**src/rtl/pbus_decoder_fsm_if.sv**
```systemverilog
// PBUS decoder bus bundle: master-side handshake plus the flattened slave-side
// data/ack/err/strobe vectors. The decoder connects via the 'slave' modport;
// the BIU/peripheral side (or a bench) drives it through 'master'.
interface pbus_decoder_fsm_if #(
    parameter int N_SLAVES = 8
);
    logic [31:0]            m_adr;
    logic                   m_cyc;
    logic                   m_stb;
    logic [31:0]            m_dat;
    logic                   m_ack;
    logic                   m_err;
    logic [32*N_SLAVES-1:0] s_dat;
    logic [N_SLAVES-1:0]    s_ack;
    logic [N_SLAVES-1:0]    s_err;
    logic [N_SLAVES-1:0]    cs;

    modport slave (
        input  m_adr, m_cyc, m_stb, s_dat, s_ack, s_err,
        output m_dat, m_ack, m_err, cs
    );

    modport master (
        output m_adr, m_cyc, m_stb, s_dat, s_ack, s_err,
        input  m_dat, m_ack, m_err, cs
    );
endinterface

```
**src/rtl/pbus_decoder_fsm.sv**
```systemverilog
// PBUS address decoder / response mux. Decodes the master address against
// per-slave base/mask pairs, latches the winner for the whole cycle, passes
// that slave's data/ack/err straight back, and terminates unmapped or stalled
// cycles with an error of its own. A one-cycle DONE gap after every cycle keeps
// a lingering strobe from being decoded twice.
module pbus_decoder_fsm #(
    parameter int                      N_SLAVES   = 8,
    parameter logic [32*N_SLAVES-1:0]  SLAVE_BASE = {N_SLAVES{32'h0}},
    parameter logic [32*N_SLAVES-1:0]  SLAVE_MASK = {N_SLAVES{32'hF000_0000}},
    parameter int                      TIMEOUT    = 255,
    parameter int                      CNT_W      = 8
) (
    input  logic                clk_i,
    input  logic                rst_n_i,
    pbus_decoder_fsm_if.slave   bus,
    output logic                adr_err_o,
    output logic                timeout_o,
    output logic [31:0]         err_adr_o
);

    localparam int               SEL_W    = (N_SLAVES > 1) ? $clog2(N_SLAVES) : 1;
    // Counter value seen on the last permitted wait cycle.
    localparam logic [CNT_W-1:0] CNT_LAST = CNT_W'(TIMEOUT - 1);

    typedef enum logic [1:0] {
        S_IDLE   = 2'd0,
        S_ACTIVE = 2'd1,
        S_ERR    = 2'd2,
        S_DONE   = 2'd3
    } state_t;

    state_t              r_state;
    state_t              w_state_nxt;
    logic [SEL_W-1:0]    r_sel;
    logic [SEL_W-1:0]    w_sel_nxt;
    logic [CNT_W-1:0]    r_cnt;
    logic [CNT_W-1:0]    w_cnt_nxt;
    logic [31:0]         r_err_adr;
    logic [31:0]         w_err_adr_nxt;

    logic [N_SLAVES-1:0] w_match;
    logic [31:0]         w_sdat [N_SLAVES];
    logic                w_hit;
    logic [SEL_W-1:0]    w_win;
    logic                w_req;
    logic                w_sack;
    logic                w_serr;

    logic [N_SLAVES-1:0] w_cs;
    logic [31:0]         w_dat;
    logic                w_ack;
    logic                w_err;
    logic                w_adr_err;
    logic                w_tmo;

    // Per-slave address compare and unflattened read data.
    genvar gi;
    generate
        for (gi = 0; gi < N_SLAVES; gi++) begin : g_slv
            assign w_match[gi] = (bus.m_adr & SLAVE_MASK[32*gi +: 32]) ==
                                 (SLAVE_BASE[32*gi +: 32] & SLAVE_MASK[32*gi +: 32]);
            assign w_sdat[gi]  = bus.s_dat[32*gi +: 32];
        end
    endgenerate

    assign w_req  = bus.m_cyc & bus.m_stb;
    assign w_sack = bus.s_ack[r_sel];
    assign w_serr = bus.s_err[r_sel];

    // Priority encode the matches: scanning downward leaves the lowest index.
    always_comb begin
        w_win = '0;
        w_hit = 1'b0;
        for (int i = N_SLAVES - 1; i >= 0; i--) begin
            if (w_match[i]) begin
                w_win = SEL_W'(i);
                w_hit = 1'b1;
            end
        end
    end

    // State, selected slave, watchdog and error address registers.
    always_ff @(posedge clk_i or negedge rst_n_i) begin
        if (!rst_n_i) begin
            r_state   <= S_IDLE;
            r_sel     <= '0;
            r_cnt     <= '0;
            r_err_adr <= '0;
        end else begin
            r_state   <= w_state_nxt;
            r_sel     <= w_sel_nxt;
            r_cnt     <= w_cnt_nxt;
            r_err_adr <= w_err_adr_nxt;
        end
    end

    // Next-state logic and bus outputs; responses pass through with no added latency.
    always_comb begin
        w_state_nxt   = r_state;
        w_sel_nxt     = r_sel;
        w_cnt_nxt     = r_cnt;
        w_err_adr_nxt = r_err_adr;
        w_cs          = '0;
        w_dat         = '0;
        w_ack         = 1'b0;
        w_err         = 1'b0;
        w_adr_err     = 1'b0;
        w_tmo         = 1'b0;

        case (r_state)
            S_IDLE: begin
                if (w_req) begin
                    if (w_hit) begin
                        w_sel_nxt   = w_win;
                        w_cnt_nxt   = '0;
                        w_state_nxt = S_ACTIVE;
                    end else begin
                        w_err_adr_nxt = bus.m_adr;
                        w_state_nxt   = S_ERR;
                    end
                end
            end

            S_ACTIVE: begin
                w_dat = w_sdat[r_sel];
                if (!bus.m_cyc) begin
                    // Master abandoned the cycle: leave quietly.
                    w_state_nxt = S_IDLE;
                end else begin
                    w_cs[r_sel] = bus.m_stb;
                    w_ack       = w_sack;
                    w_err       = w_serr;
                    if (w_sack | w_serr) begin
                        // A real response always beats the watchdog.
                        w_state_nxt = S_DONE;
                    end else if (r_cnt == CNT_LAST) begin
                        w_err         = 1'b1;
                        w_tmo         = 1'b1;
                        w_err_adr_nxt = bus.m_adr;
                        w_state_nxt   = S_DONE;
                    end else begin
                        w_cnt_nxt = r_cnt + 1'b1;
                    end
                end
            end

            S_ERR: begin
                w_err       = 1'b1;
                w_adr_err   = 1'b1;
                w_state_nxt = S_DONE;
            end

            S_DONE: begin
                w_state_nxt = S_IDLE;
            end

            default: begin
                w_state_nxt = S_IDLE;
            end
        endcase
    end

    assign bus.cs    = w_cs;
    assign bus.m_dat = w_dat;
    assign bus.m_ack = w_ack;
    assign bus.m_err = w_err;
    assign adr_err_o = w_adr_err;
    assign timeout_o = w_tmo;
    assign err_adr_o = r_err_adr;

endmodule

```
**src/flat_wrapper.sv**
```systemverilog
// flat-port wrapper written by rule: the top's interface ports become plain ports
module pbus_decoder_fsm_flat 
#(
    parameter int                      N_SLAVES   = 8,
    parameter logic [32*N_SLAVES-1:0]  SLAVE_BASE = {N_SLAVES{32'h0}},
    parameter logic [32*N_SLAVES-1:0]  SLAVE_MASK = {N_SLAVES{32'hF000_0000}},
    parameter int                      TIMEOUT    = 255,
    parameter int                      CNT_W      = 8
)
  (clk_i, rst_n_i, adr_err_o, timeout_o, err_adr_o, bus_m_adr, bus_m_cyc, bus_m_stb, bus_s_dat, bus_s_ack, bus_s_err, bus_m_dat, bus_m_ack, bus_m_err, bus_cs);
  pbus_decoder_fsm_if #(.N_SLAVES(N_SLAVES)) bus_i ();
  input  logic clk_i;
  input  logic rst_n_i;
  output logic adr_err_o;
  output logic timeout_o;
  output logic [31:0] err_adr_o;
  input wire logic [$bits(bus_i.m_adr)-1:0] bus_m_adr;
  input wire logic [$bits(bus_i.m_cyc)-1:0] bus_m_cyc;
  input wire logic [$bits(bus_i.m_stb)-1:0] bus_m_stb;
  input wire logic [$bits(bus_i.s_dat)-1:0] bus_s_dat;
  input wire logic [$bits(bus_i.s_ack)-1:0] bus_s_ack;
  input wire logic [$bits(bus_i.s_err)-1:0] bus_s_err;
  output wire logic [$bits(bus_i.m_dat)-1:0] bus_m_dat;
  output wire logic [$bits(bus_i.m_ack)-1:0] bus_m_ack;
  output wire logic [$bits(bus_i.m_err)-1:0] bus_m_err;
  output wire logic [$bits(bus_i.cs)-1:0] bus_cs;
  assign bus_i.m_adr = bus_m_adr;
  assign bus_i.m_cyc = bus_m_cyc;
  assign bus_i.m_stb = bus_m_stb;
  assign bus_i.s_dat = bus_s_dat;
  assign bus_i.s_ack = bus_s_ack;
  assign bus_i.s_err = bus_s_err;
  assign bus_m_dat = bus_i.m_dat;
  assign bus_m_ack = bus_i.m_ack;
  assign bus_m_err = bus_i.m_err;
  assign bus_cs = bus_i.cs;
  pbus_decoder_fsm #(.N_SLAVES(N_SLAVES), .SLAVE_BASE(SLAVE_BASE), .SLAVE_MASK(SLAVE_MASK), .TIMEOUT(TIMEOUT), .CNT_W(CNT_W)) u_core (.clk_i(clk_i), .rst_n_i(rst_n_i), .bus(bus_i), .adr_err_o(adr_err_o), .timeout_o(timeout_o), .err_adr_o(err_adr_o));
endmodule
```
**config.mk**
```make
export PLATFORM = sky130hd
export DESIGN_NAME = pbus_decoder_fsm_flat
export DESIGN_NICKNAME = d
export VERILOG_FILES = /design/src/rtl/pbus_decoder_fsm_if.sv /design/src/rtl/pbus_decoder_fsm.sv /design/src/flat_wrapper.sv
export SDC_FILE = /design/constraint.sdc
export NUM_CORES = 1
export LEC_CHECK = 0
export ABC_AREA = 1
export BUFFER_PORTS_ARGS = -buffer_cell sky130_fd_sc_hd__buf_2
export CAP_MARGIN = 40
export CELL_PAD_IN_SITES_DETAIL_PLACEMENT = 0
export CELL_PAD_IN_SITES_GLOBAL_PLACEMENT = 2
export CORE_AREA = 2 2 148 150
export CTS_BUF_LIST = sky130_fd_sc_hd__clkbuf_8
export CTS_CLUSTER_DIAMETER = 40
export CTS_CLUSTER_SIZE = 30
export DETAILED_ROUTE_END_ITERATION = 8
export DIE_AREA = 0 0 150 152
export PLACE_DENSITY = 0.88
export RECOVER_POWER = 100
export SYNTH_ARGS = -nofsm -noshare
export SYNTH_HDL_FRONTEND = slang
export SYNTH_SLANG_ARGS = --single-unit
```
**constraint.sdc**
```tcl
create_clock -name clk_i -period 1.8 [get_ports clk_i]
set_input_delay 0.36 -clock clk_i [delete_from_list [all_inputs] [get_ports clk_i]]
set_output_delay 0.36 -clock clk_i [all_outputs]
set_load 0.01 [all_outputs]
```
==> summary.md, run 1 <==
| Metric | Value |
|---|---|
| Slew margin rel. | 26.0% |
| Initial Util | 11.7% |
| HP Class | primary input to register |
| CTS root buffer | clkbuf_8 |
| Fin worst setup slack | -0.0877 ns |
| Worst-path clk slew | 0.09 ns |
| Mapped Area | 2500 um2 |
| Util after Layout | 19.5% |
| Rows | 54 |
| CTS Buf Count | 5 |
| I/O Buffers | 138 |
| Worst Hold Endpoint | u_core.err_adr_o[23] |
| Core ar. | 21400 um2 |
| Synth cell types | 28 |
| Final hold vios | 0 |
| Routed WL | 10600 um |
| Tcrit/Tclk final | 105% |
| Initial antenna violation count | 1 |
| Area share of the largest cell type after synthesis | 42.1% |
| WS Path Type | register to primary output |
| Critical path's slowest cell | dfrtp_1 |
| Reg2reg start | u_core.r_state[1] |
| DRC viols | 0 |
| Fmax | 530 MHz |
| Area added between synthesis and finish | 66.9% |
| Share of cells above drive strength 1 | 46.7% |
| First-pass GRT wire length | 14800 um |
| Status | finished, violations left |
| Die Height | 152 um |
| Cell Pwr Density | 1640 nW/um2 |
| CP Launch Type | register |
| CP max stage delay | 0.40 ns |
| Cell count after synthesis | 329 |
| Worst Hold Path Cells | 3 |
| CTS tree | done |
| Gr usage total | 8.69% |
| Sequential area share after synthesis | 42.1% |
| Peak VDD IR | 627 uV |
| Max-Cap Viols | 0 |
| Synth area leaders | dfrtp_1 42%, nand2_1 19%, nand3_1 9.0%, inv_1 6.6%, buf_4 3.3% |
| Crit-path cells | inv_2 -> buf_4 -> buf_4 -> ha_1 -> o21a_1 -> buf_2 |
| CP startpoint | u_core.r_state[1] |
| Placer Congestion | 0.738 |
| H-tree depth | 2 |
| Post-DP HPWL | 7940 um |
| Critical Path RT | 1.44 ns |
| Boundary Pins | 384 |
| Cell Area, Placed | 3460 um2 |
| Max-slew violations | 0 |
| Worst Reg2Reg Path Length in Cells | 13 |
| Min-delay src | bus_m_adr[23] |
| Final setup violation count | 65 |
| Register-to-register setup slack | -0.07 ns |
| RSZ-0062 raised after global routing | true |
| Hold-fix buffer count after cts | 0 |
| Die X-Extent | 150 um |
| Flops & latches, synth | 42 |
| Routed len/inst | 13.7 um |
| Crit path top cell by count | buf_4 |
| Largest net degree at the start of global routing | 43 |
| Post-route cell area | 4170 um2 |
| Final nets | 804 |
| Total grt overflow | 0 |
| Failing checks | negative setup slack |
| YS warnings | 0 |
| Max clock buf depth | 2 |
| Worst-margin pin slew | 1.11 ns |
| Setup crit end kind | primary output |
| Leakage | 2.24 nW |
| Die Area | 22800 um2 |
| Via count of the first global-routing pass | 2481 |
| Synth area leader | dfrtp_1 |
| Worst-path maximum fanout | 2 |
| Drt initial violations | 133 |
| Via density | 3.44 |
| Crit path time final | 1.89 ns |
| Clock sinks | 42 |
| Critical path's top delay family | buffers and inverters |
| Avg Cell Area, Syn | 7.59 um2 |
| Vias | 2651 |
| Reg-to-reg endpoint | u_core.err_adr_o[17] |
| Crit path arrival time | 1.53 ns |
| TritonRoute pass-1 iters | 4 |
| WP buf/inv | 4 |
| Worst skew pair latency | 0.30 ns |
| Antenna-violating nets left | 0 |
| Layout Skew | 0.0106 ns |
## state kept, by name (all words and copies together), names as in the netlist
register and count:
u_core.err_adr_o 32, u_core.r_cnt 8, u_core.r_state 2
## how the worst max path moves through the flow
stage	to	cells past startpoint
3_3_place_gp	u_core.err_adr_o[14]	9
5_1_grt	bus_m_err	8
2_1_floorplan	bus_m_dat[21]	7
6_report	bus_m_err	6
4_1_cts	bus_m_err	8
3_5_place_dp	u_core.err_adr_o[30]	9
## cell usage in the layout (no fill, tap or decap), types with 6 or more instances in the layout
| master | n |
|---|---|
| conb_1 | 7 |
| o21ai_2 | 8 |
| nand3_2 | 24 |
| inv_1 | 40 |
| clkbuf_8 | 6 |
| nand2_2 | 24 |
| dfrtp_1 | 40 |
| buf_2 | 99 |
| clkbuf_1 | 32 |
| nand3_1 | 19 |
| nand2_1 | 107 |
| buf_6 | 9 |
| buf_4 | 18 |
## cell usage after synthesis, drive strengths merged
cell	number
o211ai	1
nand3	46
o21bai	2
o21a	1
a21oi	1
nor2	11
or2	2
ha	6
clkbuf	3
dfrtp	42
o21ai	9
nand2	138
inv	45
buf	19
a21o	1
nand4	1
conb	1
## area by class of cell
| class | count | area (um2) |
|---|---|---|
| diodes | 1 | 2.50 |
| clock buffers | 6 | 82.6 |
| clock inverters | 1 | 30.0 |
| fillers | 2491 | 17200 |
| inverters | 45 | 171 |
| multi-input cells | 228 | 1440 |
| flip-flops and latches | 42 | 1050 |
| well taps | 280 | 350 |
| repair buffers | 168 | 1040 |
## worst register-to-register path: stages, from the launching register on
cell,delay (ns)
dfrtp_1,0.40
inv_2,0.07
ha_4,0.18
buf_4,0.15
buf_4,0.13
inv_4,0.05
nand2_2,0.04
nand2_2,0.08
nand2_4,0.08
nor2_8,0.16
buf_6,0.16
clkbuf_16,0.15
nand3_1,0.07
nand2_1,0.07
## cell families (layout without fill, tap and decap cells)
group	Yosys count	count (layout)	synth area share, %
AO/OA/AOI/OAI	15	15	4.71
flip-flops	42	42	42.1
adder cells (fa/ha/maj)	6	6	3.01
AND/OR/NAND/NOR	198	200	35.8
buffers and inverters	67	220	14.2
other	1	8	0.150
## where the power goes
part           leakage, nW  total (mW)  switching [mW]  internal (mW)
Clock               0.0573       0.788           0.344          0.445
Combinational         1.66        4.29            2.48           1.81
Sequential           0.525        1.77           0.397           1.38
Total                 2.24        6.85            3.22           3.63
## timing repair
| item | CTS | global route |
|---|---|---|
| setup buffers | 5 | 13 |
| pin swaps | 3 | 40 |
| endpoints found under the setup margin | 58 | 69 |
| gates resized for setup | 11 | 78 |
| cloned | 0 | 6 |
## metrics by stage
step                      hold WS [ns]  setup WS (ns)  power (mW)  setup TNS, ns  cells
after floorplan                 0.0644         0.0741        3.71              0    335
after global placement           0.452         0.0268        4.83              0    739
after detailed placement         0.454        0.00322        4.84              0    739
after CTS                        0.147        -0.0757        5.81         -0.192    751
after global routing             0.286         -0.216        7.42          -8.44    770
final                            0.287        -0.0877        6.85          -2.23    771
## layer usage
metal	part of all wire (%)	GRT usage (%)	up-vias
li1	-	-	1319
met1	50	12.8	1226
met2	43	12.2	100
met3	6.4	2.46	6
met4	1.2	2.70	0
met5	0	0	-
Power figures use the tool's default switching activity.
==> run 2: changes to the inputs <==
Settings changed: CORE_AREA 2 2 148 150 to 2 2 151 153, DIE_AREA 0 0 150 152 to 0 0 153 155, PLACE_DENSITY 0.88 to 0.85.
Clock period 1.8 ns to 2.2 ns, I/O delays scaled along.
==> run 2 against run 1 <==
Compared with the run above: the run now ends clean; die area rose by 4.0%; non-clock buffer count fell by 25; power fell by 36%; worst hold slack improved by 0.078 ns; combinational power fell by 45%; first-iteration DRC count fell by 8.3%; largest cell class unchanged; largest power group unchanged.
==> summary.md, run 2 (synthesized netlist as in run 1, its figures left out) <==
| Metric | Value |
|---|---|
| Status | completed |
| WS Path Type | register to primary output |
| Post-route cell area | 3450 um2 (-17%) |
| Drt initial violations | 122 (-8.3%) |
| DP Cell Count | 741 (+0.27%) |
| Initial Util | 11.2% (-0.46 points) |
| Setup crit end kind | primary output |
| Initial antenna violation count | 0 (-1) |
| Final Non-Filler Cells | 749 (-2.9%) |
| Slew margin rel. | 21.0% (-5.0 points) |
| Hold-fix buffer count after cts | 0 (unchanged) |
| Die X-Extent | 153 um (+2.0%) |
| Clock sinks | 42 (unchanged) |
| Share of cells above drive strength 1 | 24.6% (-22 points) |
| DRC viols | 0 (unchanged) |
| Util after Layout | 15.5% (-4.0 points) |
| CTS Buf Count | 5 (unchanged) |
| Routed len/inst | 12.5 um (-9.0%) |
| Leakage | 1.88 nW (-16%) |
| Final setup violation count | 0 (-100%) |
| Cell Pwr Density | 1280 nW/um2 (-22%) |
| Max-Cap Viols | 0 (unchanged) |
| Worst-path maximum fanout | 4 (+2) |
| Die Area | 23700 um2 (+4.0%) |
| GRT Max-Usage Layer | met2 |
| Area added between synthesis and finish | 38.2% |
| Layout Skew | 0.0127 ns (+0.00202 ns) |
| # diodes | 0 (-1) |
| H-tree depth | 2 (unchanged) |
| First-pass GRT wire length | 14200 um (-4.3%) |
| M2 GR Usage | 10.6% (-1.6 points) |
| Max clock buf depth | 2 (unchanged) |
| Tcrit/Tclk final | 93.7% |
| Routed WL | 9370 um (-12%) |
| Worst skew pair latency | 0.31 ns (about the same) |
| Gr usage total | 7.84% (-0.85 points) |
| Fmax | 485 MHz |
| Die Height | 155 um (+2.0%) |
| Vias | 2458 (-7.3%) |
| CP Launch Type | register |
| Highest-count cells in the layout ignoring fill and taps | 129 x nand2_1, 73 x buf_2, 61 x clkbuf_1 |
| Rows | 55 (+1.9%) |
| Placer Congestion | 0.736 (-0.16%) |
| Boundary Pins | 384 (unchanged) |
| Critical Path RT | 1.76 ns (+0.32 ns) |
| Worst-margin pin slew | 1.18 ns (+0.0752 ns) |
| Worst slack at placement | 0.296 ns (+0.292 ns) |
| Fin worst setup slack | 0.138 ns (+0.226 ns) |
| Final hold vios | 0 (unchanged) |
| Grt met1 use | 10.5% (-2.3 points) |
| Setup TNS | 0 ns (+2.23 ns) |
| CTS root buffer | clkbuf_8 |
| Peak VDD IR | 567 uV (-9.5%) |
| Crit path arrival time | 1.62 ns (+0.09 ns) |
| Antenna-violating nets left | 0 (unchanged) |
| GR Util met3 | 4.65% (+2.2 points) |
| Via count of the first global-routing pass | 2321 (-6.4%) |
| Crit path time final | 2.06 ns |
| Max-slew violations | 0 (unchanged) |
| Core ar. | 22200 um2 (+4.1%) |
| Total grt overflow | 0 (unchanged) |
| Largest net degree at the start of global routing | 43 (unchanged) |
| TritonRoute pass-1 iters | 4 (unchanged) |
| I/O Buffers | 138 (unchanged) |
| Max reg flops | 32 (unchanged) |
| Via density | 3.28 (-4.6%) |
| Commonest non-fill, non-tap cell in the layout | nand2_1 |
| CTS tree | done |
| RSZ-0062 raised after global routing | false |
| Final nets | 777 (-3.4%) |
| Worst-path clk slew | 0.10 ns (about the same) |
| HP Class | primary input to register |
| Post-DP HPWL | 7400 um (-6.8%) |
| Cell Area, Placed | 3430 um2 (-0.83%) |
==> run 2: changes by cell type in the layout (fill, tap and decap cells not counted), moves of 4 or more <==
cell       before  now
clkbuf_1       32   61
buf_2          99   73
nand3_1        19   45
nand3_2        24    1
nand2_1       107  129
nand2_2        24    7
buf_4          18    2
buf_6           9    0
clkbuf_16       4    0
nand2_8         4    0
o21ai_0         1    5
o21ai_2         8    4
==> run 2: layout make-up <==
cell class	instances	area, um2
flip-flops and latches	42	1050
clock buffers	5	68.8
well taps	285	357
repair buffers	143	662
fillers	2565	18800
inverters	45	169
multi-input cells	226	1100
clock inverters	3	45.0
==> run 2: worst max-delay path, stage by stage (launching register included) <==
cell and delay, ns:
dfrtp_1 0.43, inv_2 0.08, ha_4 0.18, nand2_2 0.10, inv_1 0.08, a21o_1 0.15
o21a_1 0.18, clkbuf_2 0.12
==> run 2: layer usage <==
metal,vias up,part of all wire [%]
li1,1252,-
met1,1095,46
met2,105,40
met3,6,13
met4,0,1.1
met5,-,0
==> run 2: timing repair <==
item                       CTS  global route
buffers inserted             0             0
setup endpoints to repair    1             6
resized for setup            1             4
pin swaps                    0             0
==> run 2: per-stage QoR <==
stage / total power, mW / hold slack (ns)
final: 4.40 / 0.366
after detailed placement: 3.96 / 0.458
after CTS: 4.65 / 0.247
after floorplan: 3.03 / 0.144
after global routing: 4.86 / 0.361
after global placement: 3.96 / 0.452
==> run 2: report_power, final <==
part	switching [mW]	internal [mW]
registers	0.252	1.12
logic	1.62	0.756
clock network	0.312	0.338
total	2.18	2.22
==> run 2: worst paths after layout <==
| kind | start | to | slack, ns | depth (start not counted) |
|---|---|---|---|---|
| min | bus_m_adr[3] | u_core.err_adr_o[3] | 0.37 | 3 |
| min in group asynchronous | rst_n_i | u_core.err_adr_o[15] | 0.44 | 2 |
| max reg2reg | u_core.r_state[0] | u_core.err_adr_o[13] | 0.35 | 8 |
| max | u_core.r_state[1] | bus_m_err | 0.14 | 7 |
| max in group asynchronous | rst_n_i | u_core.r_cnt[0] | 1.02 | 2 |
| min reg2reg | u_core.err_adr_o[15] | u_core.err_adr_o[15] | 0.48 | 2 |
==> run 3: changes to the inputs <==
Settings changed: RECOVER_POWER 100 to 25.
==> run 3 against run 2 <==
Compared with the run above: largest cell class unchanged; highest routed layer unchanged; power rose by 3.7%; clock-buffer cell count did not move; non-clock buffer count did not move; die area did not move; worst hold slack improved by 0.0019 ns; routed wire length rose by 0.51%; critical endpoint unchanged; sequential power barely moved; register-to-register slack improved by 0.06 ns; clock skew fell by 0.00055 ns.
==> summary.md, run 3 (synthesized netlist as in run 1, its figures left out) <==
| Metric | Value |
|---|---|
| Worst slack at placement | 0.296 ns (unchanged) |
| CP startpoint | u_core.r_state[1] |
| First-pass GRT wire length | 14200 um (unchanged) |
| Leakage | 2.11 nW (+13%) |
| Slew margin rel. | 20.9% (-0.15 points) |
| Area added between synthesis and finish | 42.6% |
| Multi-input logic area | 1130 um2 (+3.0%) |
| Status | completed |
| Drt initial violations | 119 (-2.5%) |
| Die X-Extent | 153 um (unchanged) |
| Cell Pwr Density | 1280 nW/um2 (+0.52%) |
| Total grt overflow | 0 (unchanged) |
| Commonest non-fill, non-tap cell in the layout | buf_2 |
| Setup TNS | 0 ns (unchanged) |
| Boundary Pins | 384 (unchanged) |
| RSZ-0062 raised after global routing | false |
| Post-DP HPWL | 7400 um (unchanged) |
| Peak VDD IR | 598 uV (+5.4%) |
| Rows | 55 (unchanged) |
| CTS Buf Count | 5 (unchanged) |
| # diodes | 0 (unchanged) |
| Routed len/inst | 12.6 um (+0.51%) |
| Worst setup path endpoint | bus_m_err |
| Initial Util | 11.2% (unchanged) |
| Critical Path RT | 1.76 ns (about the same) |
| Max-Cap Viols | 0 (unchanged) |
| Max reg flops | 32 (unchanged) |
| Fin worst setup slack | 0.125 ns (-0.0136 ns) |
| Antenna-violating nets left | 0 (unchanged) |
| Post-route cell area | 3560 um2 (+3.2%) |
| Worst-path clk slew | 0.10 ns (about the same) |
| Highest-count cells in the layout ignoring fill and taps | 138 x buf_2, 127 x nand2_1, 45 x nand3_1 |
| Largest net degree at the start of global routing | 43 (unchanged) |
| Max clock buf depth | 2 (unchanged) |
| Final nets | 777 (unchanged) |
| CTS tree | done |
| Cell Area, Placed | 3430 um2 (unchanged) |
| HP Class | primary input to register |
| Final hold vios | 0 (unchanged) |
| Max-slew violations | 0 (unchanged) |
| Worst skew pair latency | 0.31 ns (about the same) |
| CTS root buffer | clkbuf_8 |
| H-tree depth | 2 (unchanged) |
| Share of cells above drive strength 1 | 39.4% (+15 points) |
| Register area | 1050 um2 (+0.12%) |
| Gr usage total | 7.84% (unchanged) |
| Placer Congestion | 0.736 (unchanged) |
| Worst-margin pin slew | 1.19 ns (+0.00230 ns) |
| Register-to-register setup slack | 0.41 ns (+0.06 ns) |
| Core ar. | 22200 um2 (unchanged) |
| Fillcell total | 2531 (-1.3%) |
| Die Area | 23700 um2 (unchanged) |
| Worst Reg2Reg Path Length in Cells | 8 (unchanged) |
| Hold-fix buffer count after cts | 0 (unchanged) |
| Fmax | 482 MHz (-0.65%) |
| Tcrit/Tclk final | 94.3% (+0.62 points) |
| Setup crit end kind | primary output |
| I/O Buffers | 138 (unchanged) |
| Routed WL | 9410 um (+0.51%) |
| WS Path Type | register to primary output |
| Final setup violation count | 0 (unchanged) |
| Reg-to-reg endpoint | u_core.err_adr_o[13] |
| Crit path time final | 2.08 ns (+0.0136 ns) |
| Clock sinks | 42 (unchanged) |
| Vias | 2451 (-0.28%) |
| Reg2reg start | u_core.r_state[0] |
| Via density | 3.27 (-0.28%) |
| TritonRoute pass-1 iters | 4 (unchanged) |
| DRC viols | 0 (unchanged) |
| Crit path arrival time | 1.64 ns (+0.02 ns) |
| CP Launch Type | register |
| Via count of the first global-routing pass | 2321 (unchanged) |
| Layout Skew | 0.0121 ns (-0.000553 ns) |
| Initial antenna violation count | 0 (unchanged) |
| Worst-path maximum fanout | 4 (unchanged) |
| Die Height | 155 um (unchanged) |
[run 3: timing repair]
| item | CTS | global route |
|---|---|---|
| endpoints found under the setup margin | 1 | 6 |
| gates resized for setup | 1 | 4 |
| pin swaps | 0 | 0 |
| gates cloned | 0 | 0 |
| setup buffers | 0 | 0 |
[run 3: area by class of cell]
| class | instances | share of cell area (%) |
|---|---|---|
| Clock buffer | 5 | 1.93 |
| Sequential cell | 42 | 29.6 |
| Timing Repair Buffer | 143 | 20.7 |
| Tap cell | 285 | 10.0 |
| Multi-Input combinational cell | 226 | 31.8 |
| Clock inverter | 3 | 1.26 |
| Inverter | 45 | 4.74 |
[run 3: power by group]
| part | internal, mW | switching, mW | total (mW) |
|---|---|---|---|
| Clock | 0.338 | 0.308 | 0.646 |
| Combinational | 0.890 | 1.66 | 2.55 |
| Sequential | 1.12 | 0.244 | 1.37 |
[run 3: layer usage]
metal,vias to the layer above,GRT usage [%],share of wire [%]
met1,1091,10.5,46
li1,1249,-,-
met3,6,4.65,14
met2,105,10.6,40
met4,0,2.12,1.1
met5,-,0,0
[run 3: worst max-delay path, cell delays in order, from the launching register on]
cell     delay [ns]
dfrtp_1        0.43
inv_2          0.08
ha_4           0.18
nand2_2        0.10
inv_1          0.08
a21o_1         0.15
o21a_1         0.18
buf_2          0.13
[run 3: worst min path at each step]
stage | startpoint | end | slack (ns) | cells after the start
floorplan | rst_n_i | u_core.err_adr_o[0] | 0.14 | 0
finish | bus_m_adr[3] | u_core.err_adr_o[3] | 0.37 | 3
global placement | u_core.err_adr_o[9] | u_core.err_adr_o[9] | 0.45 | 2
CTS | rst_n_i | u_core.err_adr_o[1] | 0.25 | 2
global route | bus_m_adr[26] | u_core.err_adr_o[26] | 0.36 | 3
detailed placement | u_core.err_adr_o[24] | u_core.err_adr_o[24] | 0.46 | 2
[run 3: metrics by stage]
stage                     hold slack [ns]  total power, mW  instances  utilization [%]
after floorplan                     0.144             3.03        335                -
after global placement              0.452             3.96        741             15.4
after detailed placement            0.458             3.96        741             15.4
after CTS                           0.247             4.65        749             16.0
after global routing                0.361             5.03        749             16.0
final                               0.368             4.56        749             16.0
